$ cat src/rtl/cache_mem_arbiter.sv
// Shares one cache-line memory port between the icache and dcache: round-robin read bursts
// with one outstanding, plus a single-entry dcache write-back buffer with read-after-write hold.
module cache_mem_arbiter (
  input  logic         clk,
  input  logic         resetn,
  // icache read
  input  logic         i_rd_req,
  input  logic [2:0]   i_rd_type,
  input  logic [31:0]  i_rd_addr,
  output logic         i_rd_rdy,
  output logic         i_ret_valid,
  output logic         i_ret_last,
  output logic [31:0]  i_ret_data,
  // dcache read
  input  logic         d_rd_req,
  input  logic [2:0]   d_rd_type,
  input  logic [31:0]  d_rd_addr,
  output logic         d_rd_rdy,
  output logic         d_ret_valid,
  output logic         d_ret_last,
  output logic [31:0]  d_ret_data,
  // dcache write-back
  input  logic         d_wr_req,
  input  logic [2:0]   d_wr_type,
  input  logic [31:0]  d_wr_addr,
  input  logic [3:0]   d_wr_wstrb,
  input  logic [127:0] d_wr_data,
  output logic         d_wr_rdy,
  // bridge read channel
  output logic         axi_rd_req,
  output logic [2:0]   axi_rd_type,
  output logic [31:0]  axi_rd_addr,
  output logic         axi_rd_id,
  input  logic         axi_rd_rdy,
  input  logic         axi_ret_valid,
  input  logic         axi_ret_last,
  input  logic [31:0]  axi_ret_data,
  // bridge write channel
  output logic         axi_wr_req,
  output logic [2:0]   axi_wr_type,
  output logic [31:0]  axi_wr_addr,
  output logic [3:0]   axi_wr_wstrb,
  output logic [127:0] axi_wr_data,
  input  logic         axi_wr_rdy,
  input  logic         axi_wr_done
);

  typedef enum logic [2:0] {
    RIdle = 3'b001,
    RReq  = 3'b010,
    RResp = 3'b100
  } rd_state_e;

  typedef enum logic [1:0] {
    WIdle = 2'd0,
    WReq  = 2'd1,
    WWait = 2'd2
  } wr_state_e;

  rd_state_e      rd_state_q, rd_state_d;
  logic           rd_owner_q;
  logic [2:0]     rd_type_q;
  logic [31:0]    rd_addr_q;
  logic           last_grant_q;

  wr_state_e      wr_state_q, wr_state_d;
  logic [2:0]     wr_type_q;
  logic [31:0]    wr_addr_q;
  logic [3:0]     wr_wstrb_q;
  logic [127:0]   wr_data_q;

  logic           wr_busy;
  logic           i_elig;
  logic           d_elig;
  logic           grant_d;
  logic           rd_start;

  // A read to the line sitting in the write buffer must wait for the write response.
  assign wr_busy  = (wr_state_q != WIdle);
  assign i_elig   = i_rd_req && !(wr_busy && (i_rd_addr[31:4] == wr_addr_q[31:4]));
  assign d_elig   = d_rd_req && !(wr_busy && (d_rd_addr[31:4] == wr_addr_q[31:4]));
  assign grant_d  = d_elig && (!i_elig || !last_grant_q);
  assign rd_start = (rd_state_q == RIdle) && (i_elig || d_elig);

  assign axi_rd_type = rd_type_q;
  assign axi_rd_addr = rd_addr_q;
  assign axi_rd_id   = rd_owner_q;

  always_comb begin
    rd_state_d  = rd_state_q;
    axi_rd_req  = 1'b0;
    i_rd_rdy    = 1'b0;
    d_rd_rdy    = 1'b0;
    i_ret_valid = 1'b0;
    i_ret_last  = 1'b0;
    i_ret_data  = 32'd0;
    d_ret_valid = 1'b0;
    d_ret_last  = 1'b0;
    d_ret_data  = 32'd0;
    unique case (rd_state_q)
      RIdle: begin
        if (i_elig || d_elig) rd_state_d = RReq;
      end
      RReq: begin
        axi_rd_req = 1'b1;
        i_rd_rdy   = !rd_owner_q && axi_rd_rdy;
        d_rd_rdy   = rd_owner_q && axi_rd_rdy;
        if (axi_rd_rdy) rd_state_d = RResp;
      end
      RResp: begin
        if (rd_owner_q) begin
          d_ret_valid = axi_ret_valid;
          d_ret_last  = axi_ret_valid && axi_ret_last;
          d_ret_data  = axi_ret_data;
        end else begin
          i_ret_valid = axi_ret_valid;
          i_ret_last  = axi_ret_valid && axi_ret_last;
          i_ret_data  = axi_ret_data;
        end
        if (axi_ret_valid && axi_ret_last) rd_state_d = RIdle;
      end
      default: rd_state_d = RIdle;
    endcase
  end

  always_ff @(posedge clk) begin
    if (!resetn) begin
      rd_state_q   <= RIdle;
      rd_owner_q   <= 1'b0;
      rd_type_q    <= 3'd0;
      rd_addr_q    <= 32'd0;
      last_grant_q <= 1'b0;
    end else begin
      rd_state_q <= rd_state_d;
      if (rd_start) begin
        rd_owner_q <= grant_d;
        rd_type_q  <= grant_d ? d_rd_type : i_rd_type;
        rd_addr_q  <= grant_d ? d_rd_addr : i_rd_addr;
      end
      if ((rd_state_q == RReq) && axi_rd_rdy) last_grant_q <= rd_owner_q;
    end
  end

  assign axi_wr_type  = wr_type_q;
  assign axi_wr_addr  = wr_addr_q;
  assign axi_wr_wstrb = wr_wstrb_q;
  assign axi_wr_data  = wr_data_q;

  always_comb begin
    wr_state_d = wr_state_q;
    d_wr_rdy   = 1'b0;
    axi_wr_req = 1'b0;
    unique case (wr_state_q)
      WIdle: begin
        d_wr_rdy = 1'b1;
        if (d_wr_req) wr_state_d = WReq;
      end
      WReq: begin
        // Request only once the bridge is ready so it is a single-cycle handshake.
        axi_wr_req = axi_wr_rdy;
        if (axi_wr_rdy) wr_state_d = WWait;
      end
      WWait: begin
        if (axi_wr_done) wr_state_d = WIdle;
      end
      default: wr_state_d = WIdle;
    endcase
  end

  always_ff @(posedge clk) begin
    if (!resetn) begin
      wr_state_q <= WIdle;
      wr_type_q  <= 3'd0;
      wr_addr_q  <= 32'd0;
      wr_wstrb_q <= 4'd0;
      wr_data_q  <= 128'd0;
    end else begin
      wr_state_q <= wr_state_d;
      if ((wr_state_q == WIdle) && d_wr_req) begin
        wr_type_q  <= d_wr_type;
        wr_addr_q  <= d_wr_addr;
        wr_wstrb_q <= d_wr_wstrb;
        wr_data_q  <= d_wr_data;
      end
    end
  end

endmodule

$ cat config.mk
export PLATFORM = sky130hd
export DESIGN_NAME = cache_mem_arbiter
export DESIGN_NICKNAME = d
export VERILOG_FILES = /design/src/rtl/cache_mem_arbiter.sv
export SDC_FILE = /design/constraint.sdc
export NUM_CORES = 1
export LEC_CHECK = 0
export ABC_AREA = 1
export BUFFER_PORTS_ARGS = -buffer_cell sky130_fd_sc_hd__buf_4
export CORE_AREA = 2 2 214 216
export CTS_CLUSTER_DIAMETER = 50
export CTS_CLUSTER_SIZE = 40
export DETAILED_ROUTE_END_ITERATION = 8
export DIE_AREA = 0 0 216 218
export GPL_TIMING_DRIVEN = 1
export SYNTH_ARGS = -nofsm -noshare
export SYNTH_HDL_FRONTEND = slang
export SYNTH_SLANG_ARGS = --single-unit
$ cat constraint.sdc
create_clock -name clk -period 1.9 [get_ports clk]
set_input_delay 0.38 -clock clk [delete_from_list [all_inputs] [get_ports clk]]
set_output_delay 0.38 -clock clk [all_outputs]
set_load 0.05 [all_outputs]
# Yosys cells after proc, flatten, opt, wreduce, memory -nomap -nowiden
# Index checks and enable logic that the tools add are counted.
[totals]
reg_bits = 209
inputBits = 279
[op_classes]
eq_ne = 13
muxes = 27
n_reduce_logical = 22
[op_table]
columns = ["op", "count"]
rows = [
  ["2-to-1 mux 32 bit", 5],
  ["== test 28 bit", 2],
  ["2-to-1 mux 1 bit", 13],
  ["2-to-1 mux 3 bit", 4],
  ["logical AND 1 bit", 11],
  ["!= test 2 bit, second input constant", 5],
  ["one-hot mux 3 bit (3 select lines)", 1],
  ["2-to-1 mux 2 bit", 3],
  ["one-hot mux 2 bit (3 select lines)", 1],
  ["AND reduction 3 bit", 2],
  ["logical NOT 1 bit", 5],
  ["== test 3 x 1 -> 1 bit, second input constant", 1],
  ["== test 3 x 2 -> 1 bit, second input constant", 1],
  ["== test 3 bit, second input constant", 1],
  ["== test 2 x 1 -> 1 bit, second input constant", 1],
  ["== test 2 bit, second input constant", 1],
  ["logical NOT 2 bit", 1],
  ["logical OR 1 bit", 2],
  ["!= test 2 x 1 -> 1 bit, second input constant", 1],
  ["nonzero test 2 bit", 1],
]

# Depth between registers and ports, before layout
# Gate-level depths: netlist (run 1).
[logic_depth]
depth_word = 8
depth_mapped = 17

# Least setup slack after synthesis (run 1)
# No wires, ideal clock.
[synth_timing]
kind = "register to output"
from = "register rd_owner_q (netlist: axi_rd_id)"
to = "output d_ret_data[10]"
arrival_time_ns = 1.770
required_ns = 1.520
slack_ns = -0.250
stages_incl_launch_ff = 4
path_cell_list = "dfxtp_1 nand2_1 clkbuf_1 nor2_1"
[synth_between]
elab_chain_len = 2
[synth_rtl]
columns = ["item", "line", "source"]
rows = [
  ["from (decl)", "61", "logic rd_owner_q;"],
  ["from (signal assigned)", "136", "rd_owner_q <= grant_d;"],
  ["2-to-1 mux 32 bit", "111", "if (rd_owner_q) begin"],
  ["2-to-1 mux 32 bit", "100", "unique case (rd_state_q)"],
  ["to (decl)", "21", "output logic [31:0] d_ret_data,"],
]
# No other way between the ends.

# Worst setup path after layout (run 1)
[layout_timing]
from = "register rd_state_q[1]"
to = "output i_ret_data[19]"
[layout_between]
elab_chain_len = 2
[layout_rtl]
columns = ["item", "line", "source"]
rows = [
  ["from (decl)", "60", "rd_state_e rd_state_q, rd_state_d;"],
  ["from (signal assigned)", "128", "rd_state_q <= RIdle;"],
  ["from (signal assigned)", "134", "rd_state_q <= rd_state_d;"],
  ["== test 3 bit", "100", ""],
  ["2-to-1 mux 32 bit", "100", ""],
  ["to (decl)", "13", "output logic [31:0] i_ret_data,"],
]
# No other way between the ends.

==> impl_metrics.py, run 1 <==
metrics = {
    "cts": {
        "ctsHoldBuffers": 0,
        "clock-root-buffer": "clkbuf_16",
        "cts_tree": "yes",
        "clk_path_buf_depth": 3,
        "clk_pin_slew_ps": 70,
        "clk_latency_ps": 580,
        "h-tree-depth": 1,
        "cts_buffers": 29,
        "cts_sinks": 209,
    },
    "detailed_routing": {
        "drc_errors": 0,
        "vias": 11746,
        "ant_nets": 0,
        "drt_wl_total_um": 46600,
        "routed_via_density": 4.33,
        "first_pass_iters": 5,
        "drt_iter0_drc": 575,
        "route.detailed.wl_per_inst_um": 17.2,
    },
    "die": {
        "dieArea_um2": 47100,
        "core.rowCount": 78,
        "core-area_um2": 44900,
        "die_h_um": 218,
        "start_util_pct": 21.5,
        "dieWidth_um": 216,
        "pin_count": 555,
    },
    "grt": {
        "overflow": 0,
        "antenna_found_initial": 5,
        "track_usage_pct": 18.1,
        "first_global_vias": 11516,
        "grt_pass1_wl_um": 66700,
        "grt_max_degree": 68,
    },
    "sta": {
        "slew_headroom_pct": 72.3,
        "slew_violations": 0,
        "max_freq_mhz": 451,
        "skew_ps": 29.2,
        "finalWorstSetupSlack_ps": -317,
        "finalCriticalPeriod_ps": 2220,
        "tightest_slew_ps": 410,
        "rsz0062_at_grt": "yes",
        "hold_viol": 0,
        "finalCritPeriodShare_pct": 117,
        "final-setup-viol-count": 77,
    },
    "worst_hold_path": {
        "hp-class": "in -> reg",
        "min_from": "d_wr_data[92]",
    },
    "setup_path": {
        "cp.depth": 6,
        "end_kind": "output pin",
        "cp-start-kind": "register",
        "reg2reg_depth": 16,
        "critPathMaxFanout": 9,
        "cp-startpoint": "rd_state_q[1]",
        "cpLargestDelayFamily": "buffers and inverters",
        "r2r-end": "axi_rd_addr[3]",
        "arrival_ps": 1840,
        "r2r_slack_ps": -20,
        "crit_type": "reg -> out",
        "endpoint": "i_ret_data[19]",
        "worst-path-buf-inv": 3,
        "r2r_start": "wr_state_q[1]",
        "critical_path.cell_chain": "nor3_2 > buf_4 > nand2_4 > buf_12 > nor2_1 > buf_6",
        "crit_slowest_cell": "dfxtp_2",
        "required_ps": 1520,
        "cpPeakStageDelay_ps": 320,
    },
    "power": {
        "p_leak_nw": 8.95,
        "finalPower_mw": 16.4,
        "power_density_nw_per_um2": 904,
        "vdd_drop_max_uv": 996,
    },
    "final_layout": {
        "nets": 2369,
        "layout_common_cells": "buf_4, nor2_1, nand2_1, inv_1, dfxtp_1",
        "drive_gt1_share_pct": 47.7,
        "finalInstanceArea_um2": 18100,
        "syn_to_final_growth_pct": 88.2,
        "layout_commonest_cell": "buf_4",
    },
    "yosys": {
        "synth_nets": 1744,
        "synth_area_um2": 9630,
        "syn_inst": 1465,
        "yosys_warnings": 0,
        "ys_ff_latch": 209,
        "yosysSeqAreaShare_pct": 43.4,
        "ys_types": 28,
        "avgSynthCellArea_um2": 6.57,
    },
    "place": {
        "place.gp.congestion": 0.942,
        "io_buffer_count": 554,
        "detailed_place_hpwl_um": 33800,
        "place_area_um2": 15200,
    },
    "run": {
        "maxCapViolations": 0,
    },
    "outcome": {
        "violations": "negative setup slack",
        "status": "finished, violations left",
    },
}
[kinds of logic (layout without fill, tap and decap cells)]
group / Yosys count / after routing / synth area share (%)
AOI/OAI and AO/OA: 240 / 240 / 13.7
xor gates and xnor gates: 13 / 13 / 1.18
other: 0 / 2 / 0
and+or+nand+nor: 719 / 719 / 29.5
DFF: 209 / 209 / 43.4
buffers and inverters: 284 / 932 / 12.2
[tightest hold or removal path, delay by kind of cell]
| family | cells | cell delay, ps |
|---|---|---|
| simple gates | 1 | 70 |
| compound gates | 1 | 70 |
| buf+inv | 1 | 70 |
[synthesized netlist by cell type (all sizes together)]
master | count | area [um2]
o22ai | 1 | 6.26
nand2 | 240 | 916
o311ai | 1 | 8.76
nor3 | 4 | 20.0
nand3b | 1 | 7.51
clkbuf | 52 | 195
nor2 | 395 | 1500
inv | 203 | 762
xnor2 | 8 | 70.1
nand3 | 79 | 400
buf | 29 | 220
o21a | 1 | 7.51
o21ai | 173 | 866
a21oi | 64 | 429
dfxtp | 209 | 4180
xor2 | 5 | 43.8
[layout make-up]
class	count	area, um2
inverters	203	774
flip-flops and latches	209	4260
well taps	600	751
diodes	2	5.00
repair buffers	675	6030
clock buffers	31	743
clock inverters	23	299
fillers	4565	26800
multi-input cells	972	5270
[where the power goes]
group,switching [mW],internal (mW)
Clock,2.53,3.18
Combinational,3.47,2.02
Sequential,0.320,4.86
[repair_timing]
| item | 4_1_cts | 5_1_grt |
|---|---|---|
| setup buffers | 26 | 6 |
| gates resized for setup | 167 | 182 |
| setup endpoints to repair | 108 | 107 |
| gates cloned | 11 | 8 |
| pin swaps | 58 | 84 |
[sequential cells by signal (all words and copies together), names as in the netlist, 2 cells and up]
| signal | flops |
|---|---|
| axi_wr_data | 128 |
| rd_state_q | 3 |
| axi_wr_type | 3 |
| axi_wr_addr | 32 |
| wr_state_q | 2 |
| axi_rd_addr | 32 |
| axi_rd_type | 3 |
| axi_wr_wstrb | 4 |
[how the worst min path moves through the flow]
| stage | slack, ps | to | cells after the start |
|---|---|---|---|
| floorplan | 500 | last_grant_q | 2 |
| global placement | 450 | axi_wr_addr[7] | 2 |
| detailed placement | 460 | axi_wr_addr[7] | 2 |
| CTS | 10 | axi_wr_data[92] | 3 |
| global route | 30 | axi_wr_data[92] | 3 |
| finish | 50 | axi_wr_data[92] | 3 |
[stage by stage]
stage / hold WS, ps / utilization (%) / setup TNS, ps / cells / setup WS, ps
6_report: 49.4 / 40.4 / -18710 / 2715 / -317
5_1_grt: 30.2 / 40.4 / -25770 / 2715 / -369
4_1_cts: 14.4 / 38.5 / -21390 / 2702 / -336
2_1_floorplan: 496 / - / -3320 / 1465 / -111
3_3_place_gp: 455 / 33.9 / -6020 / 2613 / -200
3_5_place_dp: 457 / 33.9 / -7300 / 2613 / -226
[routing by layer]
metal	share of wire [%]	global-route usage, %	routed length (um)
met1	39	21.3	18200
met2	49	31.7	23000
met3	8.4	5.01	3930
met4	3.0	5.87	1420
met5	0.086	0	40
(Power assumes the default switching activity.)
==> inputs of run 2 (changes only) <==
CORE_AREA = 5 5 212 214   (was 2 2 214 216)
DIE_AREA = 0 0 217 219   (was 0 0 216 218)
==> run 2 against run 1 <==
Compared with the run above: critical endpoint is now i_ret_data[25]; critical path type unchanged; clock skew shrank 13 ps; non-clock buffer count fell by 20; the run still ends with negative setup slack left; sequential cell count unchanged; final cell count is 2.8% lower; via count down 0.37%.
==> impl_metrics.py, run 2 (synthesis results as in run 1) <==
metrics = {
    "detailed_routing": {
        "ant_nets": 0,
        "route.detailed.wl_per_inst_um": 17.7,
        "first_pass_iters": 5,
        "drt_wl_total_um": 46600,
        "vias": 11703,
        "drt_iter0_drc": 710,
        "drc_errors": 0,
        "routed_via_density": 4.43,
    },
    "setup_path": {
        "crit_slowest_cell": "dfxtp_2",
        "r2r-end": "axi_rd_addr[3]",
        "critical_path.cell_chain": "nor3_2 > buf_4 > nand2_4 > buf_12 > nor2_2 > buf_6",
        "critPathMaxFanout": 16,
        "r2r_slack_ps": 0,
        "crit_type": "reg -> out",
        "required_ps": 1520,
        "worst-path-buf-inv": 3,
        "r2r_start": "axi_wr_addr[16]",
        "end_kind": "output pin",
        "cpLargestDelayFamily": "buffers and inverters",
        "cp-start-kind": "register",
        "arrival_ps": 1850,
        "cpPeakStageDelay_ps": 330,
        "reg2reg_depth": 15,
    },
    "place": {
        "io_buffer_count": 554,
        "dp_cells": 2556,
        "place.gp.congestion": 0.902,
        "detailed_place_hpwl_um": 35100,
    },
    "sta": {
        "slew_headroom_pct": 63.0,
        "skew_ps": 16.4,
        "finalWorstSetupSlack_ps": -330,
        "finalCritPeriodShare_pct": 117,
        "setup_tns_ps": -17980,
        "finalCriticalPeriod_ps": 2230,
        "rsz0062_at_grt": "yes",
        "tightest_slew_ps": 550,
        "hold_viol": 0,
        "final-setup-viol-count": 72,
        "max_freq_mhz": 448,
        "slew_violations": 0,
    },
    "run": {
        "maxCapViolations": 0,
    },
    "grt": {
        "first_global_vias": 11346,
        "grt_pass1_wl_um": 66700,
        "antenna_found_initial": 4,
        "track_usage_pct": 17.7,
        "overflow": 0,
        "grt_max_degree": 63,
    },
    "die": {
        "dieArea_um2": 47500,
        "start_util_pct": 22.6,
        "pin_count": 555,
        "core.rowCount": 76,
        "dieWidth_um": 217,
        "core-area_um2": 42700,
        "die_h_um": 219,
    },
    "cts": {
        "clk_latency_ps": 570,
        "cts_sinks": 209,
        "clk_pin_slew_ps": 80,
        "cts_buffers": 29,
        "clk_path_buf_depth": 3,
        "cts_tree": "yes",
        "h-tree-depth": 1,
        "ctsHoldBuffers": 0,
        "clock-root-buffer": "clkbuf_16",
    },
    "final_layout": {
        "diodes": 0,
        "layout_common_cells": "buf_4, nor2_1, nand2_1, inv_1, dfxtp_1",
        "drive_gt1_share_pct": 45.9,
        "syn_to_final_growth_pct": 83.2,
        "largest_reg_flops": 128,
        "layout_commonest_cell": "buf_4",
        "final_cells": 2639,
        "multiInputGateArea_um2": 5130,
        "n_fill_cell": 4305,
        "seq_area_um2": 4240,
        "nets": 2349,
    },
    "worst_hold_path": {
        "hp-class": "in -> reg",
        "whs_endpoint": "axi_wr_data[29]",
        "min_from": "d_wr_data[29]",
        "whs_path_depth": 3,
    },
    "power": {
        "power_density_nw_per_um2": 915,
        "vdd_drop_max_uv": 590,
        "p_leak_nw": 8.80,
    },
    "outcome": {
        "status": "finished, violations left",
        "violations": "negative setup slack",
    },
}
## run 2: final cells by class
type	instances	area share, %
Clock inverter	24	1.60
Inverter	203	4.40
Clock buffer	30	4.19
Multi-Input combinational cell	972	29.1
Timing Repair Buffer	655	32.8
Tap cell	546	3.87
Sequential cell	209	24.1
## run 2: how the worst max path moves through the flow
stage,start,endpoint,slack [ps],depth (start not counted)
after floorplan,rd_state_q[1],i_ret_data[0],-110,4
after global placement,d_rd_addr[28],axi_rd_addr[18],-180,15
after detailed placement,d_rd_addr[28],axi_rd_addr[28],-180,15
after CTS,rd_state_q[1],d_ret_data[2],-310,6
after global routing,rd_state_q[1],i_ret_data[25],-400,6
final,rd_state_q[1],i_ret_data[25],-330,6
## run 2: where the power goes
part | switching (mW) | internal [mW] | leakage, nW
clock | 2.50 | 3.17 | 0.498
sequential | 0.324 | 4.86 | 1.75
combinational | 3.40 | 1.90 | 6.56
total | 6.22 | 9.93 | 8.80
## run 2: timing repair
item | in CTS | in global routing
endpoints found under the setup margin | 107 | 108
setup buffers | 14 | 5
resized for setup | 119 | 174
pin swaps | 17 | 54
gates cloned | 5 | 8
## run 2: metal layers
| layer | global-route usage [%] | wire, um | vias to the layer above |
|---|---|---|---|
| met1 | 20.9 | 17700 | 5378 |
| met2 | 31.0 | 23100 | 503 |
| met4 | 4.51 | 1230 | 4 |
| met3 | 5.93 | 4510 | 92 |
| met5 | 0 | 27 | - |
| li1 | - | - | 5726 |
## run 2: metrics by stage
stage	hold slack, ps	total power, mW	setup slack [ps]	area [um2]	utilization (%)
after floorplan	496	8.20	-111	9900	-
after global placement	463	10.1	-184	15100	35.4
after detailed placement	473	10.2	-183	15100	35.4
after CTS	16.9	16.0	-314	16800	39.3
after global routing	38.9	16.9	-403	17600	41.3
final	52.3	16.1	-330	17600	41.3
## run 2: tightest hold or removal path, delay by kind of cell
kind	cells	cell delay (ps)
buffers and inverters	1	70
AO/OA/AOI/OAI	1	70
AND/OR/NAND/NOR	1	70
